`src/rtl/csi_packet_sequencer.sv`:
```
// CSI-2 packet sequencer: parses sync/header bytes from one byte-aligned lane,
// tracks frame state and forwards RAW10 line payload to the unpacker.
module csi_packet_sequencer #(
  parameter logic [7:0]  SYNC_BYTE = 8'hB8,
  parameter logic [5:0]  DT_RAW10  = 6'h2B,
  parameter logic [15:0] MAX_WC    = 16'd4000
) (
  input  logic        wb_clk_i,
  input  logic        wb_rst_i,
  input  logic        enable_i,
  input  logic [7:0]  byte_i,
  input  logic        byte_valid_i,
  input  logic [1:0]  vc_sel_i,
  output logic [7:0]  pay_data_o,
  output logic        pay_valid_o,
  output logic        pay_first_o,
  output logic        pay_last_o,
  output logic        fsync_o,
  output logic        lsync_o,
  output logic        frame_start_o,
  output logic        frame_end_o,
  output logic [15:0] line_count_o,
  output logic [2:0]  err_o,
  output logic [2:0]  state_o
);

  localparam logic [2:0] S_IDLE    = 3'd0;
  localparam logic [2:0] S_HDR     = 3'd1;
  localparam logic [2:0] S_PAYLOAD = 3'd2;
  localparam logic [2:0] S_DROP    = 3'd3;
  localparam logic [2:0] S_CRC     = 3'd4;

  logic [2:0]  r_state;
  logic [1:0]  r_hdr_cnt;
  logic [7:0]  r_di;
  logic [15:0] r_wc;
  logic [15:0] r_cnt;
  logic        r_crc_cnt;
  logic [7:0]  r_pay_data;
  logic        r_pay_valid, r_pay_first, r_pay_last;
  logic        r_fsync, r_lsync, r_fs, r_fe;
  logic [15:0] r_line_cnt;
  logic [2:0]  r_err;

  logic [1:0] w_vc;
  logic [5:0] w_dt;
  logic       w_vc_ok, w_short, w_raw, w_wc_ok, w_accept;
  logic       w_ecc, w_is_fs, w_is_fe, w_trunc;
  logic [2:0] w_err_set;

  // Header decode is evaluated while the ECC byte is on the bus; DI and WC are already held.
  assign w_vc     = r_di[7:6];
  assign w_dt     = r_di[5:0];
  assign w_vc_ok  = (w_vc == vc_sel_i);
  assign w_short  = (w_dt < 6'h10);
  assign w_raw    = w_vc_ok && (w_dt == DT_RAW10);
  assign w_wc_ok  = (r_wc != 16'd0) && ((r_wc % 16'd5) == 16'd0) && (r_wc <= MAX_WC);
  assign w_accept = w_raw && r_fsync && w_wc_ok;
  assign w_ecc    = (r_state == S_HDR) && byte_valid_i && (r_hdr_cnt == 2'd3);
  assign w_is_fs  = w_ecc && w_short && w_vc_ok && (w_dt == 6'h00);
  assign w_is_fe  = w_ecc && w_short && w_vc_ok && (w_dt == 6'h01);
  assign w_trunc  = (r_state != S_IDLE) && !byte_valid_i;

  assign w_err_set[0] = w_ecc && !w_short && w_raw && !w_wc_ok;
  assign w_err_set[1] = w_trunc;
  assign w_err_set[2] = (w_is_fs && r_fsync) || (w_is_fe && !r_fsync) ||
                        (w_ecc && !w_short && w_raw && !r_fsync);

  always_ff @(posedge wb_clk_i) begin
    if (wb_rst_i) begin
      r_state     <= S_IDLE;
      r_hdr_cnt   <= 2'd0;
      r_di        <= 8'd0;
      r_wc        <= 16'd0;
      r_cnt       <= 16'd0;
      r_crc_cnt   <= 1'b0;
      r_pay_data  <= 8'd0;
      r_pay_valid <= 1'b0;
      r_pay_first <= 1'b0;
      r_pay_last  <= 1'b0;
      r_fsync     <= 1'b0;
      r_lsync     <= 1'b0;
      r_fs        <= 1'b0;
      r_fe        <= 1'b0;
      r_line_cnt  <= 16'd0;
      r_err       <= 3'd0;
    end else begin
      r_fs        <= 1'b0;
      r_fe        <= 1'b0;
      r_pay_valid <= 1'b0;
      r_pay_first <= 1'b0;
      r_pay_last  <= 1'b0;
      r_lsync     <= 1'b0;
      // FS clears the sticky flags, but a flag raised in the same cycle survives.
      r_err <= (w_is_fs ? 3'd0 : r_err) | w_err_set;
      if (r_pay_last && (r_line_cnt != 16'hFFFF))
        r_line_cnt <= r_line_cnt + 16'd1;

      case (r_state)
        S_IDLE: begin
          if (byte_valid_i && enable_i && (byte_i == SYNC_BYTE)) begin
            r_state   <= S_HDR;
            r_hdr_cnt <= 2'd0;
          end
        end
        S_HDR: begin
          if (!byte_valid_i) begin
            r_state <= S_IDLE;
          end else begin
            r_hdr_cnt <= r_hdr_cnt + 2'd1;
            case (r_hdr_cnt)
              2'd0: r_di       <= byte_i;
              2'd1: r_wc[7:0]  <= byte_i;
              2'd2: r_wc[15:8] <= byte_i;
              default: begin
                if (w_short) begin
                  r_state <= S_IDLE;
                  if (w_is_fs) begin
                    r_fs       <= 1'b1;
                    r_fsync    <= 1'b1;
                    r_line_cnt <= 16'd0;
                  end
                  if (w_is_fe && r_fsync) begin
                    r_fe    <= 1'b1;
                    r_fsync <= 1'b0;
                  end
                end else begin
                  r_cnt     <= r_wc;
                  r_crc_cnt <= 1'b0;
                  if (w_accept)              r_state <= S_PAYLOAD;
                  else if (r_wc == 16'd0)    r_state <= S_CRC;
                  else                       r_state <= S_DROP;
                end
              end
            endcase
          end
        end
        S_PAYLOAD: begin
          if (!byte_valid_i) begin
            r_state <= S_IDLE;
          end else begin
            r_pay_data  <= byte_i;
            r_pay_valid <= 1'b1;
            r_pay_first <= (r_cnt == r_wc);
            r_pay_last  <= (r_cnt == 16'd1);
            r_lsync     <= 1'b1;
            r_cnt       <= r_cnt - 16'd1;
            if (r_cnt == 16'd1) r_state <= S_CRC;
          end
        end
        S_DROP: begin
          if (!byte_valid_i) begin
            r_state <= S_IDLE;
          end else begin
            r_cnt <= r_cnt - 16'd1;
            if (r_cnt == 16'd1) r_state <= S_CRC;
          end
        end
        S_CRC: begin
          if (!byte_valid_i)  r_state   <= S_IDLE;
          else if (r_crc_cnt) r_state   <= S_IDLE;
          else                r_crc_cnt <= 1'b1;
        end
        default: r_state <= S_IDLE;
      endcase
    end
  end

  assign pay_data_o    = r_pay_data;
  assign pay_valid_o   = r_pay_valid;
  assign pay_first_o   = r_pay_first;
  assign pay_last_o    = r_pay_last;
  assign fsync_o       = r_fsync;
  assign lsync_o       = r_lsync;
  assign frame_start_o = r_fs;
  assign frame_end_o   = r_fe;
  assign line_count_o  = r_line_cnt;
  assign err_o         = r_err;
  assign state_o       = r_state;

endmodule

```
`config.mk`:
```
export PLATFORM = sky130hd
export DESIGN_NAME = csi_packet_sequencer
export DESIGN_NICKNAME = d
export VERILOG_FILES = /design/src/rtl/csi_packet_sequencer.sv
export SDC_FILE = /design/constraint.sdc
export NUM_CORES = 1
export LEC_CHECK = 0
export ABC_AREA = 1
export BUFFER_PORTS_ARGS = -buffer_cell sky130_fd_sc_hd__buf_4
export CORE_MARGIN = 1.5
export CORE_UTILIZATION = 45
export DETAILED_ROUTE_END_ITERATION = 16
export SLEW_MARGIN = 20
export SYNTH_ARGS = -nofsm -noshare
export SYNTH_HDL_FRONTEND = slang
export SYNTH_SLANG_ARGS = --single-unit
```
`constraint.sdc`:
```
create_clock -name wb_clk_i -period 6.2 [get_ports wb_clk_i]
set_clock_uncertainty 0.05 [all_clocks]
set_input_delay 1.24 -clock wb_clk_i [delete_from_list [all_inputs] [get_ports wb_clk_i]]
set_output_delay 1.24 -clock wb_clk_i [all_outputs]
set_load 0.03 [all_outputs]
```
Yosys cells after proc, flatten, opt, wreduce, memory -nomap -nowiden:

Index checks and enable logic that the tools add are counted.

* register bits after elaboration: 79
* bits in latches: 0
* bits in writable memories: 0
* memory bits (read-only): 0
* input bits: 14
* logic and storage cells: 140
* memories: 0

* add/subtract/negate cells: 3
* $mul: 0
* divide/modulo/power cells: 1
* order comparisons: 2
* equal/unequal tests: 23
* shift-type cells: 0
* mux-type cells: 36
* bitwise gates (word level): 6
* reduce and logical (&&, ||, !) cells: 53

Operator list (number)
* 16-bit 2-to-1 mux: 10
* 3-bit 2-to-1 mux: 11
* 16-bit zero test: 2
* 16-bit one-hot mux with 2 select lines: 1
* 1-bit logical AND: 22
* 16-bit by 1-bit adder with 16-bit output (second input constant): 1
* 16-bit by 1-bit equality test with 1-bit output (second input constant): 1
* 16-bit equality test: 1
* 16-bit by 12-bit <= comparator with 1-bit output (second input constant): 1
* 16-bit by 3-bit modulo with 16-bit output (second input constant): 1
* 16-bit != test (second input constant): 1
* 16-bit nonzero test: 1
* 16-bit by 1-bit subtractor with 16-bit output (second input constant): 1
* 5-bit AND reduction: 3
* 3-bit one-hot mux with 4 select lines: 1
* 3-bit AND reduction: 4
* 2-bit != test (second input constant): 5
* 1-bit 2-to-1 mux: 9
* 8-bit equality test (second input constant): 1
* 2-bit nonzero test: 4
* 7-bit OR reduction: 1
* 3-bit by 2-bit equality test with 1-bit output (second input constant): 2
* 6-bit by 1-bit equality test with 1-bit output (second input constant): 1
* 6-bit equality test (second input constant): 1
* other kinds (25): 38

Depth between registers and ports, before layout:

Gate-level depths: netlist of run 1.

* depth after elaboration: 11
* mapped depth: 73
* gate-level depth less buffers: 72

Worst setup path after synthesis of run 1:

OpenSTA, ideal clock, no wires.

* path kind: register to register
* start point: reg r_wc[15]
* end point: reg r_state[0] (netlist: state_o[0])
* data arrival time: 5.177 ns
* setup slack: 0.855 ns
* cell stages (with the launch flop): 61
* path buffers: 1
* cell sequence: dfxtp_1 buf_2 inv_2 nand2_1 nand4_1 nand2_1 nand2_2 nand3_2 nand2_4 nand2_4 nand2_2 nand2_2 nand2_1 nand2_1 inv_1 nor2_1 nor2_2 o21ai_1 [... 25 more ...] a21oi_4 nand3_1 nand2_1 inv_1 ha_1 nand3b_4 nand2_4 nand3_2 nand2_2 nand2_2 nor2_4 nand2_1 nand2_1 nand4_1 nand2_1 nand2_1 nand2_1 a21oi_2

* cells in the longest elaborated chain, start to end: 10
* elaborated cells on any way between the ends: 14
* those cells by class: div: 1; order compare: 1; mux: 6; reduce/logical: 6

Ends and longest elaborated chain
* start, declared: line 36 `logic [15:0] r_wc;`
* start signal, assigned: line 114 `2'd2: r_wc[15:8] <= byte_i;`
* 16-bit by 3-bit modulo with 16-bit output: line 57 `assign w_wc_ok = (r_wc != 16'd0) && ((r_wc % 16'd5) == 16'd0) && (r_wc <= MAX_WC);`
* 16-bit zero test: line 57
* 1-bit logical AND (2 in a row): line 57
* 1-bit logical AND: line 58 `assign w_accept = w_raw && r_fsync && w_wc_ok;`
* 3-bit 2-to-1 mux (*): line 130 `if (w_accept) r_state <= S_PAYLOAD;`
* 3-bit 2-to-1 mux (*): line 116 `if (w_short) begin`
* 3-bit 2-to-1 mux (*): line 111 `case (r_hdr_cnt)`
* 3-bit 2-to-1 mux (*): line 107 `if (!byte_valid_i) begin`
* 3-bit one-hot mux with 4 select lines (*): line 99 `case (r_state)`
* end signal, assigned: line 102 `r_state <= S_HDR;`
* end signal, assigned: line 108 `r_state <= S_IDLE;`
* end signal, assigned: line 117 `r_state <= S_IDLE;`
* end, declared: line 33 `logic [2:0] r_state;`

Every way passes the cells marked *; elsewhere a longest branch is shown, timed or not. The select of a mux whose other input is x is not followed.
A chain may end at the register's enable or synchronous reset.

Worst setup path in the final report of run 1:

* start point: reg r_wc[13]
* end point: reg r_state[0] (netlist: state_o[0])

The elaborated chain is that of the path after synthesis.

==> impl_metrics.csv, run 1 <==
group,metric,value,unit
drt,top_layer,"met4",
worst_setup_path,worstPathMaxFanout,6,
drt,via_count,5426,
pwr,internal_power,1.18,mW
placed_design,io_buffers,50,
outcome,status,"finished, final reports clean",
drt,first_pass_iters,5,
grt,grt_util_all_layers,23.3,%
synth,avgSynthCellArea,6.57,µm²
timing,worst_pin_slew,0.857,ns
worst_setup_path,startpoint_type,"flip-flop",
synth,ys_ff_latch,79,
worst_setup_path,slowest_delay,0.40,ns
worst_setup_path,critPathRequiredTime,6.38,ns
worst_setup_path,crit_type,"reg -> reg",
drt,vias_per_cell,5.44,
layout,final_area,6410,µm²
placed_design,place_area,5700,µm²
timing,fin_ws,0.304,ns
pwr,p_leak,2.93,nW
drt,wl_met2,6920,µm
synth,syn_area,5210,µm²
drt,wl_met1,6950,µm
drt,wl_per_cell,14.8,µm
grt,overflow,0,
clocking,cts_tree,"built",
die,core,11400,µm²
clocking,htreeDepth,3,
layout,num-nets-final,872,
drt,ant_nets,0,
grt,grt_pass1_wl,23500,µm
drt,wl_met3,644,µm
synth,synth_nets,816,
timing,setup_viol,0,
die,initial_utilization,45.8,%
die,die_w,111,µm
die,io-pin-count,51,
timing,fin_crit_sh,95.1,%
timing,fin_tns_setup,0,ns
synth,synth.distinct_cells,46,
timing,fmax,170,MHz
layout,area_growth_syn_to_layout,22.9,%
drt,wl,14700,µm
die,fp.dieH,111,µm
layout,fin_cells,997,
synth,yosys_warnings,0,
placed_design,dp_hpwl,10600,µm
grt,antenna_found_initial,0,
grt,grt_max_degree,33,
clocking,clockBufferDepth,2,
layout,fill_cells,1123,
clocking,clk_pin_slew,0.07,ns
synth,synth-seq-area-share,30.3,%
timing,slew_viol_final,0,
placed_design,gp_congestion,0.886,
flow_run,max_cap_violations,0,
worst_setup_path,cp_common_cell,"nand2_4",
pwr,power,2.10,mW
worst_setup_path,cp_slowest_cell,"dfxtp_4",
clocking,postCtsHoldBufs,0,
clocking,clock-sinks,79,
pwr,switching_share,43.6,%
die,row_count,39,
layout,drive_gt1_share,24.2,%
placed_design,placed_cells,969,
worst_hold_path,hold_class,"reg -> reg",
pwr,seq_power_share,28.5,%
die,die_area,12200,µm²
timing,finalHoldViolations,0,
timing,whs,0.413,ns
clocking,ctsRootBufferMaster,"clkbuf_16",
layout,utilization,56.4,%
placed_design,dp_slack,0.141,ns
clocking,cts_buffers,9,
layout,antenna_cells,0,
timing,period_needed,5.90,ns
synth,postSynthCellCount,793,
pwr,clockPowerShare,24.2,%
pwr,p_switching,914,µW
timing,grt_setup_unrepaired,"yes",
drt,drc,0,
clocking,clock_latency,0.35,ns
worst_setup_path,critPathArrivalTime,6.08,ns
drt,drt_iter0_markers,415,
pwr,ir_worst_vdd,0.197,mV
pwr,p_comb_share,47.3,%
timing,slew_headroom,42.7,%
pwr,power-per-cell-area,328,nW/µm²
worst_setup_path,setup.worst_path.end_class,"flip-flop",
grt,grt_pass1_vias,4861,
## layout by cell type (no fill, tap or decap), types with 3 or more instances in the layout
cell	n
nand2_1	133
inv_1	86
dfxtp_1	74
nor2_1	65
a21oi_1	62
buf_4	62
nand3_1	56
o21ai_0	52
nand2_2	37
nand2_4	26
nor3_1	26
nand4_1	19
inv_2	16
nand3_2	12
nor4_1	11
nand3_4	10
a211oi_1	9
ha_1	9
clkbuf_16	9
xnor2_1	7
xor2_1	6
clkinv_1	5
inv_6	4
a31oi_1	4
clkinvlp_4	3
a21oi_2	3
nor2_4	3
nor3b_1	3
o211ai_1	3
a221oi_1	3
dfxtp_4	3
## critical path: cells and delay by family (launching register included)
family,cells,cell delay [ns]
flip-flops,1,0.40
AO/OA/AOI/OAI,1,0.05
buffers and inverters,6,0.33
adder cells (fa/ha/maj),1,0.16
AND/OR/NAND/NOR,57,4.77
## metal layers
layer	vias to the layer above	GRT usage, %
li1	2770	-
met3	19	3.24
met5	-	0
met1	2500	32.3
met2	137	37.3
met4	0	7.52
## sequential cells by signal, summed over array words and instances (netlist names)
| signal | cells |
|---|---|
| line_count_o | 16 |
| r_cnt | 16 |
| frame_end_o | 1 |
| frame_start_o | 1 |
| fsync_o | 1 |
| pay_first_o | 1 |
| state_o | 3 |
| r_wc | 16 |
| r_di | 8 |
| lsync_o | 1 |
| err_o | 3 |
| pay_data_o | 8 |
| r_hdr_cnt | 2 |
| pay_last_o | 1 |
| r_crc_cnt | 1 |
## cell usage after synthesis, drive strengths merged
| library cell | instances | area share (%) |
|---|---|---|
| or2 | 2 | 0.24 |
| nand3 | 78 | 8.8 |
| xor2 | 6 | 1.0 |
| nand3b | 2 | 0.53 |
| nor3 | 26 | 2.5 |
| xnor2 | 7 | 1.2 |
| o221ai | 1 | 0.17 |
| o21ai | 54 | 5.3 |
| o32ai | 1 | 0.17 |
| o22ai | 2 | 0.24 |
| clkbuf | 15 | 1.1 |
| inv | 105 | 7.6 |
| nor2 | 70 | 5.3 |
| nor3b | 3 | 0.43 |
| a31oi | 4 | 0.48 |
| nand2 | 196 | 17 |
| buf | 4 | 0.48 |
| a21o | 1 | 0.14 |
| a41oi | 1 | 0.17 |
| a2111oi | 1 | 0.17 |
| nor4 | 11 | 1.3 |
| o21a | 1 | 0.14 |
| o2111ai | 2 | 0.34 |
| a32o | 2 | 0.38 |
| clkinv | 6 | 0.43 |
| a21oi | 67 | 6.9 |
| ha | 9 | 2.2 |
| a211oi | 9 | 1.3 |
| a221oi | 3 | 0.50 |
| nand4 | 20 | 2.5 |
| o31ai | 2 | 0.29 |
| o211ai | 3 | 0.43 |
| dfxtp | 79 | 30 |
## timing repair
item / 4_1_cts / 5_1_grt
resized for setup: 0 / 80
buffers inserted: 0 / 12
setup endpoints to repair: 0 / 2
## power groups by stage
stage	sequential, mW	combinational [mW]	clock, mW
2_1_floorplan	0.628	0.655	0
3_3_place_gp	0.608	0.844	0
3_5_place_dp	0.608	0.858	0
4_1_cts	0.597	0.862	0.520
5_1_grt	0.604	1.11	0.537
6_report	0.598	0.992	0.509
## logic make-up after synthesis
kind of cell | count (synthesis) | synth area share, %
DFF | 79 | 30.3
xor gates and xnor gates | 13 | 2.18
buffers and inverters | 130 | 9.55
and+or+nand+nor | 408 | 38.6
AOI/OAI and AO/OA | 154 | 17.1
adders and majority gates | 9 | 2.16
## layout make-up
type	instances	area, µm²	share of cell area (%)
multi-input combinational	584	3430	53.5
sequential	79	1600	24.9
timing repair buffer	64	497	7.75
inverter	111	430	6.72
clock buffer	9	225	3.51
tap	143	179	2.79
clock inverter	7	55.1	0.859
## path summary, 6_finish.rpt
path,from,endpoint,slack [ns],cells after the start
min,err_o[2]$_SDFF_PP0_,err_o[2]$_SDFF_PP0_,0.41,2
max reg2reg,r_wc[13]$_SDFFE_PP0P_,state_o[0]$_SDFFE_PP0P_,0.30,65
min reg2reg,err_o[2]$_SDFF_PP0_,err_o[2]$_SDFF_PP0_,0.41,2
max,r_wc[13]$_SDFFE_PP0P_,state_o[0]$_SDFFE_PP0P_,0.30,65
(Power assumes the default switching activity.)
==> run 2: changes to the inputs <==
CORE_UTILIZATION = 31   (was 45)
==> run 2 against run 1 <==
Compared with the run above: non-clock buffer count did not move; power increased by 1.8%; first-iteration DRC count shrank 33%; global-route usage is 7.0 points lower; worst hold slack better by 0.0085 ns; flip-flop and latch count is the same; critical path depth stayed put; design area rose by 2.9%; clock power up 5.3%; critical path type unchanged.
==> impl_metrics.csv, run 2 (synthesis results as in run 1) <==
group,metric,value,unit
drt,via_count,5375,
layout,num-nets-final,872,
layout,layout_common_cells,"nand2_1, inv_1, dfxtp_1",
pwr,power-per-cell-area,324,nW/µm²
worst_setup_path,timing.rr.start,"r_wc[13]$_SDFFE_PP0P_",
pwr,p_comb_share,46.9,%
timing,fmax,170,MHz
worst_setup_path,critPathRequiredTime,6.36,ns
timing,slew_viol_final,0,
pwr,switching_share,42.6,%
worst_hold_path,holdCritStartpoint,"r_crc_cnt$_SDFFE_PP0P_",
drt,wl_per_cell,13.7,µm
pwr,p_switching,911,µW
clocking,cts_buffers,9,
die,fp.dieH,133,µm
grt,grt_max_degree,33,
pwr,clockPowerShare,25.1,%
timing,finalHoldViolations,0,
die,io-pin-count,51,
grt,overflow,0,
pwr,p_leak,2.98,nW
timing,setup_viol,0,
outcome,status,"finished, final reports clean",
clocking,postCtsHoldBufs,0,
clocking,clock-sinks,79,
worst_setup_path,critical_path.startpoint,"r_wc[13]$_SDFFE_PP0P_",
drt,ant_nets,0,
timing,fin_tns_setup,0,ns
worst_setup_path,cp_common_cell,"nand2_4",
clocking,htreeDepth,3,
clocking,clock_latency,0.34,ns
pwr,power,2.14,mW
grt,antenna_found_initial,0,
timing,period_needed,5.88,ns
clocking,cts_tree,"built",
placed_design,gp_congestion,0.872,
worst_hold_path,hold_class,"reg -> reg",
grt,grt_util_all_layers,16.3,%
worst_setup_path,crit_type,"reg -> reg",
placed_design,dp_hpwl,10600,µm
pwr,internal_power,1.23,mW
timing,fin_crit_sh,94.9,%
flow_run,max_cap_violations,0,
grt,grt_pass1_vias,4839,
drt,first_pass_iters,5,
grt,grt_pass1_wl,23700,µm
drt,drt_iter0_markers,279,
worst_setup_path,setup.worst_path.end_class,"flip-flop",
clocking,clk_pin_slew,0.06,ns
timing,slew_headroom,30.5,%
die,core,16500,µm²
layout,final_area,6590,µm²
die,initial_utilization,31.5,%
clocking,ctsRootBufferMaster,"clkbuf_16",
layout,final_common_cell,"nand2_1",
worst_setup_path,slowest_delay,0.40,ns
die,die_w,133,µm
worst_setup_path,startpoint_type,"flip-flop",
drt,wl,14700,µm
worst_setup_path,cp_slowest_cell,"dfxtp_4",
timing,worst_pin_slew,1.04,ns
die,row_count,47,
clocking,clockBufferDepth,2,
die,die_area,17600,µm²
pwr,ir_worst_vdd,0.187,mV
layout,area_growth_syn_to_layout,26.4,%
pwr,seq_power_share,28.0,%
layout,drive_gt1_share,25.5,%
drt,drc,0,
drt,vias_per_cell,5.00,
placed_design,place_area,5790,µm²
placed_design,io_buffers,50,
worst_setup_path,worstPathMaxFanout,6,
timing,grt_setup_unrepaired,"yes",
layout,antenna_cells,0,
worst_setup_path,critPathArrivalTime,6.05,ns
[run 2: metrics by stage]
step | hold WS (ns) | worst slack [ns] | std cells | util (%)
floorplan | 0.389 | 0.855 | 793 | -
global placement | 0.403 | 0.318 | 1045 | 35.0
detailed placement | 0.408 | 0.209 | 1045 | 35.0
CTS | 0.419 | 0.198 | 1061 | 36.8
global route | 0.438 | -0.246 | 1074 | 39.9
finish | 0.422 | 0.319 | 1074 | 39.9
[run 2: worst max-delay path, delay by kind of cell, from the launching register on]
| kind | cells | cell delay, ns |
|---|---|---|
| adder cells (fa/ha/maj) | 1 | 0.14 |
| buffers and inverters | 7 | 0.37 |
| AND/OR/NAND/NOR | 56 | 4.73 |
| flip-flops | 1 | 0.40 |
| AO/OA/AOI/OAI | 1 | 0.05 |
[run 2: layout make-up]
class / instances / area, µm²
fillers: 1723 / 9930
multi-input cells: 584 / 3500
flip-flops and latches: 79 / 1590
repair buffers: 64 / 493
inverters: 111 / 427
well taps: 220 / 275
clock buffers: 10 / 239
clock inverters: 6 / 60.1
[run 2: worst paths after layout]
| path | depth (start not counted) | slack, ns | end |
|---|---|---|---|
| max | 65 | 0.32 | state_o[0]$_SDFFE_PP0P_ |
| max reg2reg | 65 | 0.32 | state_o[0]$_SDFFE_PP0P_ |
| min | 2 | 0.42 | r_crc_cnt$_SDFFE_PP0P_ |
| min reg2reg | 2 | 0.42 | r_crc_cnt$_SDFFE_PP0P_ |
[run 2: repair_timing]
item	4_1_cts	5_1_grt
gates resized for setup	0	100
setup buffers	0	13
setup endpoints to repair	0	2
[run 2: metal layers]
metal	vias up	track usage (%)	part of all wire [%]
li1	2761	-	-
met1	2485	21.9	47
met2	108	26.8	47
met3	21	2.68	3.9
met4	0	5.01	1.8
met5	-	0	0
[run 2: power by group through the flow]
stage / combinational [mW] / clock [mW] / sequential (mW)
3_3_place_gp: 0.848 / 0 / 0.610
5_1_grt: 1.11 / 0.570 / 0.605
3_5_place_dp: 0.852 / 0 / 0.609
2_1_floorplan: 0.655 / 0 / 0.628
4_1_cts: 0.858 / 0.542 / 0.598
6_report: 1.00 / 0.536 / 0.599
